**src/rtl/axi_tester_pkg.sv**
```systemverilog
// Shared AXI4 encodings and the tester state machine encoding for the cosim
// memory-path burst tester.
package axi_tester_pkg;

    typedef enum logic [1:0] {
        BURST_FIXED = 2'b00,
        BURST_INCR  = 2'b01,
        BURST_WRAP  = 2'b10
    } burst_e;

    typedef enum logic [1:0] {
        RESP_OKAY   = 2'b00,
        RESP_EXOKAY = 2'b01,
        RESP_SLVERR = 2'b10,
        RESP_DECERR = 2'b11
    } resp_e;

    typedef enum logic [2:0] {
        ST_IDLE,
        ST_AW,
        ST_W,
        ST_B,
        ST_AR,
        ST_R,
        ST_DONE
    } state_e;

    // Bufferable + modifiable, unprivileged secure data access.
    localparam logic [3:0] AXI_CACHE_DEFAULT = 4'b0011;
    localparam logic [2:0] AXI_PROT_DEFAULT  = 3'b000;

endpackage

```
**src/rtl/axi_tester_if.sv**
```systemverilog
// AXI4 full channel bundle between the burst tester (master) and the RAM
// slave.
interface axi_tester_if #(
    parameter int DATA_WIDTH = 32,
    parameter int ADDR_WIDTH = 8,
    parameter int ID_WIDTH   = 8,
    parameter int STRB_WIDTH = DATA_WIDTH / 8
) ();

    logic [ID_WIDTH-1:0]   awid;
    logic [ADDR_WIDTH-1:0] awaddr;
    logic [7:0]            awlen;
    logic [2:0]            awsize;
    logic [1:0]            awburst;
    logic                  awlock;
    logic [3:0]            awcache;
    logic [2:0]            awprot;
    logic                  awvalid;
    logic                  awready;

    logic [DATA_WIDTH-1:0] wdata;
    logic [STRB_WIDTH-1:0] wstrb;
    logic                  wlast;
    logic                  wvalid;
    logic                  wready;

    logic [ID_WIDTH-1:0]   bid;
    logic [1:0]            bresp;
    logic                  bvalid;
    logic                  bready;

    logic [ID_WIDTH-1:0]   arid;
    logic [ADDR_WIDTH-1:0] araddr;
    logic [7:0]            arlen;
    logic [2:0]            arsize;
    logic [1:0]            arburst;
    logic                  arlock;
    logic [3:0]            arcache;
    logic [2:0]            arprot;
    logic                  arvalid;
    logic                  arready;

    logic [ID_WIDTH-1:0]   rid;
    logic [DATA_WIDTH-1:0] rdata;
    logic [1:0]            rresp;
    logic                  rlast;
    logic                  rvalid;
    logic                  rready;

    modport master (
        output awid, awaddr, awlen, awsize, awburst, awlock, awcache, awprot, awvalid,
        input  awready,
        output wdata, wstrb, wlast, wvalid,
        input  wready,
        input  bid, bresp, bvalid,
        output bready,
        output arid, araddr, arlen, arsize, arburst, arlock, arcache, arprot, arvalid,
        input  arready,
        input  rid, rdata, rresp, rlast, rvalid,
        output rready
    );

    modport slave (
        input  awid, awaddr, awlen, awsize, awburst, awlock, awcache, awprot, awvalid,
        output awready,
        input  wdata, wstrb, wlast, wvalid,
        output wready,
        output bid, bresp, bvalid,
        input  bready,
        input  arid, araddr, arlen, arsize, arburst, arlock, arcache, arprot, arvalid,
        output arready,
        output rid, rdata, rresp, rlast, rvalid,
        input  rready
    );

endinterface

```
**src/rtl/axi_tester_pattern.sv**
```systemverilog
// Counter pattern generator: loads a seed, then steps by one per advance.
// One instance feeds write data, another produces the expected read data.
module axi_tester_pattern #(
    parameter int DATA_WIDTH = 32
) (
    input  logic                  clk,
    input  logic                  rst_n,
    input  logic                  load_i,
    input  logic [DATA_WIDTH-1:0] seed_i,
    input  logic                  advance_i,
    output logic [DATA_WIDTH-1:0] value_o
);

    logic [DATA_WIDTH-1:0] value_q;

    always_ff @(posedge clk) begin
        if (!rst_n) begin
            value_q <= '0;
        end else if (load_i) begin
            value_q <= seed_i;
        end else if (advance_i) begin
            value_q <= value_q + DATA_WIDTH'(1);
        end
    end

    assign value_o = value_q;

endmodule

```
**src/rtl/axi_mem_tester.sv**
```systemverilog
// AXI4 burst traffic master: writes an incrementing pattern burst, reads the
// same region back, and reports pass/fail with a saturating error count.
module axi_mem_tester
    import axi_tester_pkg::*;
#(
    parameter int                  DATA_WIDTH = 32,
    parameter int                  ADDR_WIDTH = 8,
    parameter int                  STRB_WIDTH = DATA_WIDTH / 8,
    parameter int                  ID_WIDTH   = 8,
    parameter logic [ID_WIDTH-1:0] TX_ID      = 8'h5A
) (
    input  logic                  clk,
    input  logic                  rst_n,
    input  logic                  start,
    input  logic [ADDR_WIDTH-1:0] base_addr,
    input  logic [7:0]            burst_len,
    input  logic [DATA_WIDTH-1:0] seed,
    output logic                  busy,
    output logic                  done,
    output logic                  pass,
    output logic                  config_err,
    output logic [7:0]            err_count,
    axi_tester_if.master          m_axi
);

    localparam int SIZE_LOG = $clog2(STRB_WIDTH);
    localparam int CHK_W    = ADDR_WIDTH + SIZE_LOG + 10;

    function automatic logic [7:0] sat_inc(input logic [7:0] v);
        return (v == 8'hFF) ? v : v + 8'd1;
    endfunction

    state_e                state_q;
    logic [ADDR_WIDTH-1:0] addr_q;
    logic [7:0]            len_q;
    logic [7:0]            beat_q;
    logic [7:0]            err_q;
    logic                  busy_q, done_q, pass_q, cfg_q;
    logic                  awvalid_q, wvalid_q, wlast_q, bready_q, arvalid_q, rready_q;

    logic [ADDR_WIDTH-1:0] cmd_addr;
    logic [CHK_W-1:0]      cmd_end;
    logic                  cmd_ok, accept, w_hs, r_hs, b_bad, r_bad;
    logic [7:0]            err_r;
    logic [DATA_WIDTH-1:0] wr_val, rd_val;

    // Range check is done at a width that cannot overflow for any len/addr.
    assign cmd_addr = base_addr & ~ADDR_WIDTH'(STRB_WIDTH - 1);
    assign cmd_end  = CHK_W'(cmd_addr) + ((CHK_W'(burst_len) + CHK_W'(1)) << SIZE_LOG);
    assign cmd_ok   = (cmd_end <= (CHK_W'(1) << ADDR_WIDTH));

    assign accept = (state_q == ST_IDLE) && start && cmd_ok;
    assign w_hs   = (state_q == ST_W) && wvalid_q && m_axi.wready;
    assign r_hs   = (state_q == ST_R) && rready_q && m_axi.rvalid;

    assign b_bad = (m_axi.bresp != RESP_OKAY) || (m_axi.bid != TX_ID);
    assign r_bad = (m_axi.rdata != rd_val) || (m_axi.rresp != RESP_OKAY) ||
                   (m_axi.rid != TX_ID) || (m_axi.rlast != (beat_q == len_q));
    assign err_r = r_bad ? sat_inc(err_q) : err_q;

    axi_tester_pattern #(.DATA_WIDTH(DATA_WIDTH)) u_wr_pat (
        .clk       (clk),
        .rst_n     (rst_n),
        .load_i    (accept),
        .seed_i    (seed),
        .advance_i (w_hs),
        .value_o   (wr_val)
    );

    axi_tester_pattern #(.DATA_WIDTH(DATA_WIDTH)) u_rd_pat (
        .clk       (clk),
        .rst_n     (rst_n),
        .load_i    (accept),
        .seed_i    (seed),
        .advance_i (r_hs),
        .value_o   (rd_val)
    );

    always_ff @(posedge clk) begin
        if (!rst_n) begin
            state_q   <= ST_IDLE;
            addr_q    <= '0;
            len_q     <= '0;
            beat_q    <= '0;
            err_q     <= '0;
            busy_q    <= 1'b0;
            done_q    <= 1'b0;
            pass_q    <= 1'b0;
            cfg_q     <= 1'b0;
            awvalid_q <= 1'b0;
            wvalid_q  <= 1'b0;
            wlast_q   <= 1'b0;
            bready_q  <= 1'b0;
            arvalid_q <= 1'b0;
            rready_q  <= 1'b0;
        end else begin
            case (state_q)
                ST_IDLE: begin
                    if (start) begin
                        err_q  <= '0;
                        pass_q <= 1'b0;
                        if (cmd_ok) begin
                            addr_q    <= cmd_addr;
                            len_q     <= burst_len;
                            beat_q    <= '0;
                            cfg_q     <= 1'b0;
                            busy_q    <= 1'b1;
                            awvalid_q <= 1'b1;
                            state_q   <= ST_AW;
                        end else begin
                            cfg_q   <= 1'b1;
                            done_q  <= 1'b1;
                            state_q <= ST_DONE;
                        end
                    end
                end
                ST_AW: begin
                    if (m_axi.awready) begin
                        awvalid_q <= 1'b0;
                        wvalid_q  <= 1'b1;
                        wlast_q   <= (len_q == 8'd0);
                        state_q   <= ST_W;
                    end
                end
                ST_W: begin
                    if (m_axi.wready) begin
                        if (beat_q == len_q) begin
                            wvalid_q <= 1'b0;
                            wlast_q  <= 1'b0;
                            bready_q <= 1'b1;
                            beat_q   <= '0;
                            state_q  <= ST_B;
                        end else begin
                            beat_q  <= beat_q + 8'd1;
                            wlast_q <= ((beat_q + 8'd1) == len_q);
                        end
                    end
                end
                ST_B: begin
                    if (m_axi.bvalid) begin
                        if (b_bad) begin
                            err_q <= sat_inc(err_q);
                        end
                        bready_q  <= 1'b0;
                        arvalid_q <= 1'b1;
                        state_q   <= ST_AR;
                    end
                end
                ST_AR: begin
                    if (m_axi.arready) begin
                        arvalid_q <= 1'b0;
                        rready_q  <= 1'b1;
                        state_q   <= ST_R;
                    end
                end
                ST_R: begin
                    // The beat count, not rlast, ends the read burst.
                    if (m_axi.rvalid) begin
                        err_q <= err_r;
                        if (beat_q == len_q) begin
                            rready_q <= 1'b0;
                            busy_q   <= 1'b0;
                            done_q   <= 1'b1;
                            pass_q   <= (err_r == 8'd0);
                            state_q  <= ST_DONE;
                        end else begin
                            beat_q <= beat_q + 8'd1;
                        end
                    end
                end
                ST_DONE: begin
                    done_q  <= 1'b0;
                    state_q <= ST_IDLE;
                end
                default: begin
                    state_q <= ST_IDLE;
                end
            endcase
        end
    end

    assign busy       = busy_q;
    assign done       = done_q;
    assign pass       = pass_q;
    assign config_err = cfg_q;
    assign err_count  = err_q;

    assign m_axi.awid    = TX_ID;
    assign m_axi.awaddr  = addr_q;
    assign m_axi.awlen   = len_q;
    assign m_axi.awsize  = 3'(SIZE_LOG);
    assign m_axi.awburst = BURST_INCR;
    assign m_axi.awlock  = 1'b0;
    assign m_axi.awcache = AXI_CACHE_DEFAULT;
    assign m_axi.awprot  = AXI_PROT_DEFAULT;
    assign m_axi.awvalid = awvalid_q;

    assign m_axi.wdata  = wr_val;
    assign m_axi.wstrb  = '1;
    assign m_axi.wlast  = wlast_q;
    assign m_axi.wvalid = wvalid_q;

    assign m_axi.bready = bready_q;

    assign m_axi.arid    = TX_ID;
    assign m_axi.araddr  = addr_q;
    assign m_axi.arlen   = len_q;
    assign m_axi.arsize  = 3'(SIZE_LOG);
    assign m_axi.arburst = BURST_INCR;
    assign m_axi.arlock  = 1'b0;
    assign m_axi.arcache = AXI_CACHE_DEFAULT;
    assign m_axi.arprot  = AXI_PROT_DEFAULT;
    assign m_axi.arvalid = arvalid_q;

    assign m_axi.rready = rready_q;

endmodule

```
**src/flat_wrapper.sv**
```systemverilog
// flat-port wrapper written by rule: the top's interface ports become plain ports
module axi_mem_tester_flat import axi_tester_pkg::*;
#(
    parameter int                  DATA_WIDTH = 32,
    parameter int                  ADDR_WIDTH = 8,
    parameter int                  STRB_WIDTH = DATA_WIDTH / 8,
    parameter int                  ID_WIDTH   = 8,
    parameter logic [ID_WIDTH-1:0] TX_ID      = 8'h5A
)
  (clk, rst_n, start, base_addr, burst_len, seed, busy, done, pass, config_err, err_count, m_axi_awid, m_axi_awaddr, m_axi_awlen, m_axi_awsize, m_axi_awburst, m_axi_awlock, m_axi_awcache, m_axi_awprot, m_axi_awvalid, m_axi_awready, m_axi_wdata, m_axi_wstrb, m_axi_wlast, m_axi_wvalid, m_axi_wready, m_axi_bid, m_axi_bresp, m_axi_bvalid, m_axi_bready, m_axi_arid, m_axi_araddr, m_axi_arlen, m_axi_arsize, m_axi_arburst, m_axi_arlock, m_axi_arcache, m_axi_arprot, m_axi_arvalid, m_axi_arready, m_axi_rid, m_axi_rdata, m_axi_rresp, m_axi_rlast, m_axi_rvalid, m_axi_rready);
  axi_tester_if #(.DATA_WIDTH(DATA_WIDTH), .ADDR_WIDTH(ADDR_WIDTH), .ID_WIDTH(ID_WIDTH), .STRB_WIDTH(STRB_WIDTH)) m_axi_i ();
  input  logic clk;
  input  logic rst_n;
  input  logic start;
  input  logic [ADDR_WIDTH-1:0] base_addr;
  input  logic [7:0] burst_len;
  input  logic [DATA_WIDTH-1:0] seed;
  output logic busy;
  output logic done;
  output logic pass;
  output logic config_err;
  output logic [7:0] err_count;
  output wire logic [$bits(m_axi_i.awid)-1:0] m_axi_awid;
  output wire logic [$bits(m_axi_i.awaddr)-1:0] m_axi_awaddr;
  output wire logic [$bits(m_axi_i.awlen)-1:0] m_axi_awlen;
  output wire logic [$bits(m_axi_i.awsize)-1:0] m_axi_awsize;
  output wire logic [$bits(m_axi_i.awburst)-1:0] m_axi_awburst;
  output wire logic [$bits(m_axi_i.awlock)-1:0] m_axi_awlock;
  output wire logic [$bits(m_axi_i.awcache)-1:0] m_axi_awcache;
  output wire logic [$bits(m_axi_i.awprot)-1:0] m_axi_awprot;
  output wire logic [$bits(m_axi_i.awvalid)-1:0] m_axi_awvalid;
  input wire logic [$bits(m_axi_i.awready)-1:0] m_axi_awready;
  output wire logic [$bits(m_axi_i.wdata)-1:0] m_axi_wdata;
  output wire logic [$bits(m_axi_i.wstrb)-1:0] m_axi_wstrb;
  output wire logic [$bits(m_axi_i.wlast)-1:0] m_axi_wlast;
  output wire logic [$bits(m_axi_i.wvalid)-1:0] m_axi_wvalid;
  input wire logic [$bits(m_axi_i.wready)-1:0] m_axi_wready;
  input wire logic [$bits(m_axi_i.bid)-1:0] m_axi_bid;
  input wire logic [$bits(m_axi_i.bresp)-1:0] m_axi_bresp;
  input wire logic [$bits(m_axi_i.bvalid)-1:0] m_axi_bvalid;
  output wire logic [$bits(m_axi_i.bready)-1:0] m_axi_bready;
  output wire logic [$bits(m_axi_i.arid)-1:0] m_axi_arid;
  output wire logic [$bits(m_axi_i.araddr)-1:0] m_axi_araddr;
  output wire logic [$bits(m_axi_i.arlen)-1:0] m_axi_arlen;
  output wire logic [$bits(m_axi_i.arsize)-1:0] m_axi_arsize;
  output wire logic [$bits(m_axi_i.arburst)-1:0] m_axi_arburst;
  output wire logic [$bits(m_axi_i.arlock)-1:0] m_axi_arlock;
  output wire logic [$bits(m_axi_i.arcache)-1:0] m_axi_arcache;
  output wire logic [$bits(m_axi_i.arprot)-1:0] m_axi_arprot;
  output wire logic [$bits(m_axi_i.arvalid)-1:0] m_axi_arvalid;
  input wire logic [$bits(m_axi_i.arready)-1:0] m_axi_arready;
  input wire logic [$bits(m_axi_i.rid)-1:0] m_axi_rid;
  input wire logic [$bits(m_axi_i.rdata)-1:0] m_axi_rdata;
  input wire logic [$bits(m_axi_i.rresp)-1:0] m_axi_rresp;
  input wire logic [$bits(m_axi_i.rlast)-1:0] m_axi_rlast;
  input wire logic [$bits(m_axi_i.rvalid)-1:0] m_axi_rvalid;
  output wire logic [$bits(m_axi_i.rready)-1:0] m_axi_rready;
  assign m_axi_awid = m_axi_i.awid;
  assign m_axi_awaddr = m_axi_i.awaddr;
  assign m_axi_awlen = m_axi_i.awlen;
  assign m_axi_awsize = m_axi_i.awsize;
  assign m_axi_awburst = m_axi_i.awburst;
  assign m_axi_awlock = m_axi_i.awlock;
  assign m_axi_awcache = m_axi_i.awcache;
  assign m_axi_awprot = m_axi_i.awprot;
  assign m_axi_awvalid = m_axi_i.awvalid;
  assign m_axi_i.awready = m_axi_awready;
  assign m_axi_wdata = m_axi_i.wdata;
  assign m_axi_wstrb = m_axi_i.wstrb;
  assign m_axi_wlast = m_axi_i.wlast;
  assign m_axi_wvalid = m_axi_i.wvalid;
  assign m_axi_i.wready = m_axi_wready;
  assign m_axi_i.bid = m_axi_bid;
  assign m_axi_i.bresp = m_axi_bresp;
  assign m_axi_i.bvalid = m_axi_bvalid;
  assign m_axi_bready = m_axi_i.bready;
  assign m_axi_arid = m_axi_i.arid;
  assign m_axi_araddr = m_axi_i.araddr;
  assign m_axi_arlen = m_axi_i.arlen;
  assign m_axi_arsize = m_axi_i.arsize;
  assign m_axi_arburst = m_axi_i.arburst;
  assign m_axi_arlock = m_axi_i.arlock;
  assign m_axi_arcache = m_axi_i.arcache;
  assign m_axi_arprot = m_axi_i.arprot;
  assign m_axi_arvalid = m_axi_i.arvalid;
  assign m_axi_i.arready = m_axi_arready;
  assign m_axi_i.rid = m_axi_rid;
  assign m_axi_i.rdata = m_axi_rdata;
  assign m_axi_i.rresp = m_axi_rresp;
  assign m_axi_i.rlast = m_axi_rlast;
  assign m_axi_i.rvalid = m_axi_rvalid;
  assign m_axi_rready = m_axi_i.rready;
  axi_mem_tester #(.DATA_WIDTH(DATA_WIDTH), .ADDR_WIDTH(ADDR_WIDTH), .STRB_WIDTH(STRB_WIDTH), .ID_WIDTH(ID_WIDTH), .TX_ID(TX_ID)) u_core (.clk(clk), .rst_n(rst_n), .start(start), .base_addr(base_addr), .burst_len(burst_len), .seed(seed), .busy(busy), .done(done), .pass(pass), .config_err(config_err), .err_count(err_count), .m_axi(m_axi_i));
endmodule
```
**config.mk**
```make
export PLATFORM = sky130hd
export DESIGN_NAME = axi_mem_tester_flat
export DESIGN_NICKNAME = d
export VERILOG_FILES = /design/src/rtl/axi_tester_pkg.sv /design/src/rtl/axi_tester_if.sv /design/src/rtl/axi_tester_pattern.sv /design/src/rtl/axi_mem_tester.sv /design/src/flat_wrapper.sv
export SDC_FILE = /design/constraint.sdc
export NUM_CORES = 1
export LEC_CHECK = 0
export BUFFER_PORTS_ARGS = -buffer_cell sky130_fd_sc_hd__buf_2
export CAP_MARGIN = 20
export CELL_PAD_IN_SITES_DETAIL_PLACEMENT = 1
export CELL_PAD_IN_SITES_GLOBAL_PLACEMENT = 1
export CORE_ASPECT_RATIO = 0.75
export CORE_MARGIN = 1.5
export CORE_UTILIZATION = 39
export CTS_CLUSTER_SIZE = 28
export DETAILED_ROUTE_END_ITERATION = 16
export PLACE_DENSITY_LB_ADDON = 0.1
export RECOVER_POWER = 50
export SLEW_MARGIN = 0
export SYNTH_ARGS = -nofsm -noshare
export SYNTH_HDL_FRONTEND = slang
export SYNTH_SLANG_ARGS = --single-unit
```
**constraint.sdc**
```tcl
create_clock -name clk -period 6.2 [get_ports clk]
set_clock_uncertainty 0.2 [all_clocks]
set_input_delay 0.31 -clock clk [delete_from_list [all_inputs] [get_ports clk]]
set_output_delay 0.31 -clock clk [all_outputs]
set_load 0.1 [all_outputs]
```
==> results by group <==
Run status
  • Outcome: completed

Global route
  • Gr ovfl total: 0
  • First-pass GRT wire length: 32,500 µm
  • Global Route Usage Sum: 22.4%
  • Pin count of the biggest net entering global routing: 97
  • Initial antenna violation count: 0
  • Vias in the first global route: 6,118

Synth
  • FFs w/ async S/R, synth: 0%
  • Synth unique cells: 75
  • Avg Cell Area, Syn: 8.29 µm²
  • Yosys reg bits: 107
  • Number of flops mapped to enable cells by yosys: 0
  • Netlist Area Pre-Place: 0.00680 mm²
  • Yosys warns: 0
  • Synth Flop Type: dfxtp_1
  • Sequential area share after synthesis: 31.5%
  • Post-synthesis cell count: 820

Power and ir drop
  • Comb pwr share: 39.6%
  • Clock share of power: 24.8%
  • Pint: 1.27 mW
  • Net Sw Power: 1.10 mW
  • Pwr dens: 303 mW/mm²
  • Leakage: 3.11 nW
  • Flop pwr share: 35.6%
  • Net Sw Frac: 46.4%
  • VDD IR-drop max: 0.000167 V

Critical path
  • Crit-path max FO: 96
  • Critical Setup Path Class: in -> reg
  • CP required: 6.21 ns
  • Setup crit start kind: input port
  • CP Capture Type: flop
  • Slowest stage delay, CP: 0.58 ns
  • Critical path arrival: 4.14 ns
  • Critical Path, Cell by Cell: buf_2 > ha_1 > nand3_1 > xnor2_1 > ha_1 > a221oi_1 > xnor2_1 > nand3_1 > a211oi_1 > a21o_1 > nand4_4 > buf_4 > o21ai_0 > a21oi_1
  • Slowest CP cell: o21ai_0

Floorplanning
  • I/O pin count: 237
  • Die span in y: 117 µm
  • Core Box Area: 0.0169 mm²
  • Starting density of the core: 40.1%
  • Die Width: 155 µm
  • Rows: 41
  • Die ar.: 0.0182 mm²

Worst hold path
  • Worst hold path type: in -> reg

Placed design
  • Pre-CTS setup slack: 1.66 ns
  • Number of buffers added on ports: 184
  • GP Congestion: 0.859
  • Inst Count DP: 1,180
  • Detailed placement HPWL: 15,600 µm

Finish
  • Final nets: 1,102
  • Share of cells above drive strength 1: 15.3%
  • Most common cell after layout, fill and taps aside: dfxtp_1
  • Area grow syn2layout: 14.8%
  • # diodes: 0
  • Commonest cells after routing, fill and taps aside: dfxtp_1 (107), buf_2 (106), a21oi_1 (87), clkbuf_1 (78), xnor2_1 (62)
  • Final Non-Filler Cells: 1,198
  • Fillers: 2,173
  • Register Area: 0.00214 mm²
  • Footprint of the multi-input gates: 0.00415 mm²

Clock tree
  • Worst-path clk slew: 0.08 ns
  • Htree depth: 3
  • CTS Hold Bufs: 2
  • Clock latency on the worst-skew pair: 0.36 ns
  • CTS resizes: 0
  • # clock sinks: 107
  • Setup Fix Bufs, Post-CTS: 0
  • Longest Clk Path Bufs: 2
  • Cts bufs inserted: 9
  • Root Driver: clkbuf_16
  • CTS tree: built

STA
  • Setup ws final: 2.06 ns
  • Setup TNS: 0 ns
  • Top achievable clock speed: 0.242 GHz
  • Tightest Pin Transition: 1.26 ns
  • Final setup vio count: 0
  • Final slew viol count: 0
  • RSZ-0062 raised after global routing: false
  • Crit share post-route: 66.7%
  • Final Hold Viols: 0
  • Max_slew headroom: 16.2%
  • Final min period: 4.14 ns

Routing
  • DR pass1 iterations: 4
  • DR iter-0 viols: 267
  • DRC violations left: 0
  • Post-DR vias/cell: 5.23
  • Via count: 6,260
  • Antenna viol nets, final: 0
  • WL per Instance: 17.0 µm
  • Total wire length: 20,300 µm

Job
  • MaxCap Viol Count: 0
[worst paths after layout]
kind                                startpoint                                       end  slack [ns]  cells after the start
min                               base_addr[2]       u_core.m_axi.araddr[2]$_SDFFE_PN0P_        0.03                      3
min reg2reg  u_core.m_axi.awvalid$_SDFFE_PN0P_         u_core.m_axi.awvalid$_SDFFE_PN0P_        0.27                      2
max reg2reg     u_core.state_q[0]$_SDFFE_PN0P_  u_core.u_rd_pat.value_o[29]$_SDFFE_PN0P_        2.97                      5
max                               burst_len[0]  u_core.u_rd_pat.value_o[29]$_SDFFE_PN0P_        2.06                     14
[power by group through the flow]
stage | clock network (mW) | logic [mW] | registers [mW]
2_1_floorplan | 0 | 0.570 | 1.07
3_5_place_dp | 0 | 0.949 | 0.856
6_report | 0.585 | 0.935 | 0.842
4_1_cts | 0.605 | 0.954 | 0.841
5_1_grt | 0.632 | 0.999 | 0.857
3_3_place_gp | 0 | 0.944 | 0.856
[registers in the layout (all words and copies together) (netlist names)]
signal	flops
u_core.beat_q	8
u_core.state_q	3
u_core.m_axi.araddr	6
u_core.config_err	1
u_core.m_axi.bready	1
u_core.m_axi.wvalid	1
u_core.u_wr_pat.value_o	32
u_core.u_rd_pat.value_o	32
u_core.err_count	8
u_core.m_axi.rready	1
u_core.m_axi.awvalid	1
u_core.pass	1
u_core.done	1
u_core.m_axi.arlen	8
u_core.m_axi.arvalid	1
u_core.busy	1
u_core.m_axi.wlast	1
[synth_stat cells (3+ instances only)]
master / n / area (µm²)
dfxtp_1: 107 / 2140
a21oi_1: 87 / 435
buf_4: 64 / 480
xnor2_1: 62 / 543
nor2_1: 56 / 210
xor2_1: 56 / 490
nand2_1: 53 / 199
o21ai_0: 47 / 235
nand3_1: 39 / 195
and3_1: 20 / 125
inv_1: 20 / 75.1
mux2i_1: 20 / 200
nand4_1: 19 / 119
clkbuf_1: 14 / 52.6
ha_1: 14 / 175
nor3_1: 13 / 65.1
a31oi_1: 11 / 68.8
nor4_1: 9 / 56.3
a211oi_1: 8 / 60.1
buf_2: 8 / 40.0
and4_1: 7 / 61.3
and2_1: 5 / 31.3
nor2b_1: 4 / 25.0
a21o_1: 3 / 22.5
a311oi_1: 3 / 26.3
nand2b_1: 3 / 18.8
nor3b_1: 3 / 22.5
o221a_2: 3 / 33.8
o31ai_1: 3 / 22.5
[through the flow]
stage	instance area (µm²)	hold WS (ns)	utilization, %	total power [mW]
after floorplan	6980	0.225	-	1.64
after global placement	7590	0.253	44.9	1.80
after detailed placement	7590	0.259	44.9	1.80
after CTS	7910	0.0159	46.7	2.40
after global routing	7800	0.0302	46.1	2.49
final	7800	0.0264	46.1	2.36
[worst max-delay path: cells and delay by family]
family | cells | cell delay (ns)
AO/OA/AOI/OAI | 5 | 1.54
XOR/XNOR | 2 | 0.38
adder cells (fa/ha/maj) | 2 | 0.56
buffers and inverters | 2 | 0.68
AND/OR/NAND/NOR | 3 | 0.59
[final cells by class]
cell class	count	area share (%)
flip-flops and latches	107	27.5
clock buffers	11	3.24
repair buffers	189	11.1
clock inverters	5	0.561
well taps	215	3.45
multi-input cells	651	53.2
inverters	20	0.962
[metal layers]
layer | vias to the layer above | track usage, % | routed length [µm]
li1 | 3108 | - | -
met1 | 2955 | 33.0 | 10300
met2 | 183 | 33.4 | 8700
met3 | 14 | 4.03 | 1110
met4 | 0 | 5.95 | 181
met5 | - | 0 | 0
[kinds of logic after synthesis]
group | Yosys count | share of synthesized area (%)
other | 2 | 0.111
muxes | 20 | 2.95
DFF | 107 | 31.5
buffers and inverters | 110 | 9.98
xor gates and xnor gates | 118 | 15.2
AOI/OAI and AO/OA | 192 | 17.3
and+or+nand+nor | 256 | 20.0
adders and majority gates | 15 | 2.87
Power figures use the tool's default switching activity.
